==> src/rtl/facc_master.sv <==
// Bus master that runs one factorial-accelerator transaction per request:
// write N, set Go, poll Status, read Result, clear Go, then hand n! back over a valid/ready port.
module facc_master #(
  parameter logic [31:0] BASE_ADDR  = 32'h0000_0800,
  parameter int          POLL_LIMIT = 64,
  parameter int          N_WIDTH    = 4
) (
  input  logic               Clk,
  input  logic               Rst,
  input  logic               req_valid,
  input  logic [N_WIDTH-1:0] req_n,
  output logic               req_ready,
  output logic               rsp_valid,
  input  logic               rsp_ready,
  output logic [31:0]        rsp_data,
  output logic               rsp_err,
  output logic               rsp_timeout,
  output logic               busy,
  output logic [31:0]        bus_addr,
  output logic               bus_we,
  output logic [31:0]        bus_wd,
  input  logic [31:0]        bus_rd
);

  localparam int CW = $clog2(POLL_LIMIT) + 1;
  localparam logic [CW-1:0] POLL_LAST = CW'(POLL_LIMIT - 1);

  typedef enum logic [2:0] {IDLE, WR_N, WR_GO, POLL, RD_F, CLR_GO, RESP} state_t;

  state_t             state;
  logic [N_WIDTH-1:0] n_q;
  logic [CW-1:0]      poll_cnt;

  always_ff @(posedge Clk) begin
    if (Rst) begin
      state       <= IDLE;
      n_q         <= '0;
      poll_cnt    <= '0;
      rsp_data    <= '0;
      rsp_err     <= 1'b0;
      rsp_timeout <= 1'b0;
    end else begin
      case (state)
        IDLE: if (req_valid) begin
          // Results are cleared here, not at the handshake, so they stay readable until the next request.
          n_q         <= req_n;
          rsp_data    <= '0;
          rsp_err     <= 1'b0;
          rsp_timeout <= 1'b0;
          state       <= WR_N;
        end
        WR_N:  state <= WR_GO;
        WR_GO: begin
          poll_cnt <= '0;
          state    <= POLL;
        end
        POLL: begin
          if (bus_rd[0]) begin
            rsp_err <= bus_rd[1];
            state   <= RD_F;
          end else if (poll_cnt == POLL_LAST) begin
            rsp_timeout <= 1'b1;
            rsp_data    <= '0;
            state       <= CLR_GO;
          end else begin
            poll_cnt <= poll_cnt + 1'b1;
          end
        end
        RD_F: begin
          rsp_data <= bus_rd;
          state    <= CLR_GO;
        end
        CLR_GO: state <= RESP;
        RESP:   if (rsp_ready) state <= IDLE;
        default: state <= IDLE;
      endcase
    end
  end

  // Bus side is a pure decode of the state register, so a reset silences it on the same edge.
  always_comb begin
    bus_addr = '0;
    bus_we   = 1'b0;
    bus_wd   = '0;
    case (state)
      WR_N: begin
        bus_addr = BASE_ADDR;
        bus_we   = 1'b1;
        bus_wd   = 32'(n_q);
      end
      WR_GO: begin
        bus_addr = BASE_ADDR + 32'h4;
        bus_we   = 1'b1;
        bus_wd   = 32'h1;
      end
      POLL:   bus_addr = BASE_ADDR + 32'h8;
      RD_F:   bus_addr = BASE_ADDR + 32'hC;
      CLR_GO: begin
        bus_addr = BASE_ADDR + 32'h4;
        bus_we   = 1'b1;
      end
      default: ;
    endcase
  end

  assign req_ready = (state == IDLE);
  assign busy      = (state != IDLE);
  assign rsp_valid = (state == RESP);

endmodule
==> config.mk <==
export PLATFORM = sky130hd
export DESIGN_NAME = facc_master
export DESIGN_NICKNAME = d
export VERILOG_FILES = /design/src/rtl/facc_master.sv
export SDC_FILE = /design/constraint.sdc
export NUM_CORES = 1
export LEC_CHECK = 0
export ABC_CLOCK_PERIOD_IN_PS = 1600
export CORE_AREA = 4 4 88 90
export CTS_CLUSTER_SIZE = 14
export DETAILED_ROUTE_END_ITERATION = 6
export DIE_AREA = 0 0 92 94
export PLACE_DENSITY = 0.8
export SLEW_MARGIN = 30
export SYNTH_ARGS = -nofsm -noshare
export SYNTH_HDL_FRONTEND = slang
export SYNTH_SLANG_ARGS = --single-unit
==> constraint.sdc <==
create_clock -name Clk -period 1.6 [get_ports Clk]
set_clock_uncertainty 0.05 [all_clocks]
set_input_delay 0.48 -clock Clk [delete_from_list [all_inputs] [get_ports Clk]]
set_output_delay 0.48 -clock Clk [all_outputs]
set_load 0.05 [all_outputs]
# ---- Yosys cells after proc, flatten, opt, wreduce, memory -nomap -nowiden
# Index checks and enable logic that the tools add are counted.
dict set report word_totals {
  reg_bits 48
  inputBits 40
  output_inout_bits 102
  wordCells 55
}
dict set report classes {
  addsub 1
  eq_ne 14
  n_mux 21
  reduce_logical 13
}
# cell count
set ops {}
lappend ops {{32-bit 2-to-1 mux} 3}
lappend ops {{32-bit one-hot mux with 3 select lines} 1}
lappend ops {{12-bit one-hot mux with 4 select lines} 1}
lappend ops {{3-bit one-hot mux with 7 select lines} 1}
lappend ops {{7-bit 2-to-1 mux} 2}
lappend ops {{7-bit one-hot mux with 2 select lines} 1}
lappend ops {{3-bit 2-to-1 mux} 4}
lappend ops {{2-bit inequality test (second input constant)} 5}
lappend ops {{3-bit == test (second input constant)} 3}
lappend ops {{3-bit AND reduction} 3}
lappend ops {{4-bit one-hot mux with 2 select lines} 1}
lappend ops {{4-bit AND reduction} 2}
lappend ops {{7-bit by 1-bit adder with 7-bit output (second input constant)} 1}
lappend ops {{7-bit by 6-bit == test with 1-bit output (second input constant)} 1}
lappend ops {{3-bit by 2-bit == test with 1-bit output (second input constant)} 2}
lappend ops {{3-bit nonzero test} 2}
lappend ops {{1-bit 2-to-1 mux} 5}
lappend ops {{1-bit one-hot mux with 2 select lines} 2}
lappend ops {{2-bit nonzero test} 2}
lappend ops {{3-bit by 1-bit == test with 1-bit output (second input constant)} 1}
lappend ops {{3-bit zero test} 1}
lappend ops {{3-bit inequality test (second input constant)} 1}
lappend ops {{3-bit OR reduction} 1}
lappend ops {{2-bit by 1-bit inequality test with 1-bit output (second input constant)} 1}
lappend ops {{2 further kinds} 2}

# ---- Longest topological paths before layout
dict set report depth {
  depth_word 4
  mapped_depth 6
  depth_no_buf 5
}

# ---- Worst setup path before layout
# OpenSTA, ideal clock, no wires.
dict set report synth_path {
  path_kind {register -> output}
  startpoint {register state[0]}
  endpoint {output bus_we}
  t_arrival_ns 1.883
  setup_slack_ns -0.813
  stages_incl_launch_ff 5
  path_buffers 3
  cell_sequence {dfxtp_1 > buf_2 > buf_2 > clkbuf_1 > o21ai_0}
}
dict set report synth_via {
  elab_chain_len 3
}
# element line
set synth_rtl {}
lappend synth_rtl {{start, declared} 30} ;# state_t state;
lappend synth_rtl {{start signal, assigned} 36} ;# state <= IDLE;
lappend synth_rtl {{start signal, assigned} 50} ;# state <= WR_N;
lappend synth_rtl {{start signal, assigned} 52} ;# WR_N: state <= WR_GO;
lappend synth_rtl {{3-bit by 2-bit == test with 1-bit output, or another cell as far along} 85} ;# case (state)
lappend synth_rtl {{3-bit OR reduction (no source line) (*)} --}
lappend synth_rtl {{1-bit 2-to-1 mux (*)} 85}
lappend synth_rtl {{end, declared} 20} ;# output logic bus_we,
# Every way passes the cells marked *; elsewhere a longest branch is shown, timed or not.

# ---- Worst setup path in the final report
dict set report layout_path {
  startpoint {register state[1]}
  endpoint {output bus_wd[1]}
}
dict set report layout_via {
  elab_chain_len 2
}
# element line
set layout_rtl {}
lappend layout_rtl {{3-bit by 2-bit == test with 1-bit output / 3-bit by 1-bit == test with 1-bit output (equally long branches)} 85}
lappend layout_rtl {{4-bit one-hot mux with 2 select lines (*)} 85}
lappend layout_rtl {{end, declared} 21} ;# output logic [31:0] bus_wd,
# Marks and branches as above.

==> flow_summary.json <==
{
  "grt_pass1_wl_um": 10500,
  "powerDensity_nw_per_um2": 761,
  "gr-usage-met2": 0.273,
  "final_cells": 468,
  "pwr-share-clk": 0.246,
  "antennaDiodeCount": 0,
  "multi_input_area_um2": 1240,
  "wl_um": 7770,
  "slew_viol_final": 0,
  "synth_top_area_frac": 0.414,
  "violations": "setup timing",
  "wire_per_inst_um": 16.6,
  "die_area_um2": 8650,
  "switching_share": 0.370,
  "cts_hold_buf": 0,
  "ctsLongestPathBuffers": 2,
  "setup_viol": 49,
  "hold_violations": 0,
  "ir_drop_v": 0.000441,
  "timing.hold.ws_ps": 437,
  "grt_pass1_vias": 2064,
  "grt.busiest_layer": "met2",
  "period_share": 1.16,
  "synth_flop_cell": "dfxtp_1",
  "criticalPathCategory": "flop to output port",
  "synth_enable_flop_cells": 0,
  "regArea_um2": 972,
  "drc": 0,
  "hold_start": "poll_cnt[6]",
  "synth_area_leader_cell": "dfxtp_1",
  "gp_congestion": 0.837,
  "drtIter0Drc": 109,
  "syn_inst": 247,
  "seq_area_frac_synth": 0.414,
  "switchingPower_uw": 1180,
  "clk_latency_ps": 310,
  "rr_worst_depth": 7,
  "core_area_um2": 7060,
  "synth_top_cells_by_count": "57 x buf_4, 48 x dfxtp_1, 32 x a22o_1, 15 x nand2_1, 13 x a21oi_1",
  "drive_above_1_share": 0.360,
  "reg2reg_setup_slack_ps": -150,
  "comb_power_share": 0.363,
  "p_leak_uw": 0.00172,
  "htreeDepth": 2,
  "syn_to_final_growth_pct": 81.0,
  "async_reset_ff_frac": 0,
  "power_frac_seq": 0.391,
  "die_h_um": 94,
  "ys_warn_count": 0,
  "netlist_area_um2": 2320,
  "maxCapViolCount": 0,
  "cts.sinks": 48,
  "grt_max_degree": 33,
  "grt.overflow.total": 0,
  "fin_ws_ps": -254,
  "dr.pass1.iters": 4,
  "chipWidth_um": 92,
  "final_area_um2": 4200,
  "period_minus_slack_ps": 1850,
  "antenna_found_initial": 0,
  "holdPathStages": 1,
  "hp-class": "flop to flop",
  "numCtsBuffers": 5,
  "status": "complete, but fails checks",
  "internal_power_uw": 2020,
  "finalPower_uw": 3200,
  "path_clk_slew_ps": 100,
  "portBuffers": 84,
  "gr-usage-all-layers": 0.152,
  "path_max_fanout": 6,
  "place_inst": 443,
  "nets": 409,
  "dp_hpwl_um": 5120,
  "r2r_end": "rsp_data[23]",
  "num_vias": 2209,
  "holdPathEnd": "poll_cnt[6]",
  "use_met3": 0.0433,
  "synth_area_leaders": "dfxtp_1 41%, buf_4 18%, a22o_1 12%",
  "critPathRequiredTime_ps": 1070,
  "synth.most_common_cell": "buf_4",
  "antenna_left": 0,
  "ys_ff_latch": 48,
  "crit_path_start_kind": "flop",
  "grt_use_met1": 0.168,
  "n_fill_cell": 536,
  "initial_core_util": 0.329,
  "dpl-instance-area_um2": 3750,
  "worst_setup_path_end_kind": "output port",
  "cts_tree": "done",
  "fmax_mhz": 539,
  "pin_count": 142,
  "avgSynthCellArea_um2": 9.40,
  "crit_arrival_ps": 1320,
  "rows": 31,
  "rsz0062_at_grt": "true",
  "ctsRootBufferMaster": "clkbuf_8",
  "yosysUniqueCellTypes": 40,
  "via_per_inst": 4.72,
  "rr_startpoint": "state[1]"
}
==> registers in the layout, indices dropped and copies added (netlist names) <==
register,count
rsp_timeout,1
state,3
poll_cnt,7
rsp_err,1
rsp_data,32
n_q,4
==> metrics by stage <==
step	worst slack, ps	utilization	TNS, ps
2_1_floorplan	-395	-	-1040
3_3_place_gp	-444	0.531	-17330
3_5_place_dp	-527	0.531	-19530
4_1_cts	-231	0.564	-5050
5_1_grt	-299	0.596	-9490
6_report	-254	0.596	-6420
==> area by class of cell <==
class	instances	share of cell area
clock buffer	6	0.0196
clock inverter	2	0.00357
tap	99	0.0295
inverter	6	0.00536
multi-input combinational	178	0.295
timing repair buffer	129	0.416
sequential	48	0.231
==> logic make-up after synthesis <==
logic type               synth area share
adder cells (fa/ha/maj)           0.00539
other                             0.00161
AND/OR/NAND/NOR                     0.125
AO/OA/AOI/OAI                       0.217
flip-flops                          0.414
buffers and inverters               0.233
multiplexers                      0.00431
==> routing by layer <==
layer  wire, µm  vias up
met5          0        -
met4        108        0
met3        646        8
met2       3940      126
met1       3070     1067
li1           -     1008
==> layout by cell type, fill, tap and decap left out, drive strengths merged, types with 2 or more instances in the layout <==
cell type | Yosys | final
o21ai | 6 | 6
nor2 | 7 | 7
a31oi | 5 | 5
nor3 | 5 | 5
a22o | 32 | 32
inv | 6 | 6
nand3b | 3 | 3
a32oi | 2 | 2
clkdlybuf4s50 | 0 | 37
clkinvlp | 0 | 2
conb | 1 | 57
and3 | 4 | 4
buf | 67 | 88
nand2 | 15 | 15
a21oi | 13 | 13
dfxtp | 48 | 48
nand3 | 11 | 11
clkbuf | 4 | 8
==> worst max-delay path, stage by stage (launching register included) <==
cell and delay (ps):
dfxtp_4 400, buf_6 140, nor2_4 120, and3_4 210, buf_12 130
==> what timing repair did <==
item / 4_1_cts / 5_1_grt
endpoints found under the setup margin: 49 / 50
cloned: 0 / 3
pin swaps: 5 / 45
resized for setup: 22 / 27
setup buffers: 11 / 5
==> power by group through the flow <==
stage / combinational, µW / clock, µW / sequential (µW)
2_1_floorplan: 716 / 0 / 1290
3_3_place_gp: 959 / 0 / 1280
3_5_place_dp: 975 / 0 / 1280
4_1_cts: 1040 / 808 / 1250
5_1_grt: 1200 / 867 / 1250
6_report: 1160 / 786 / 1250
==> worst max path at each step <==
stage,from,endpoint,slack [ps]
after global placement,bus_rd[0],rsp_data[20],-440
after floorplan,state[2],busy,-390
after detailed placement,bus_rd[0],state[1],-530
after global routing,state[1],bus_wd[1],-300
after CTS,state[2],req_ready,-230
final,state[1],bus_wd[1],-250
Note: power is estimated with default switching activity, not from simulation.
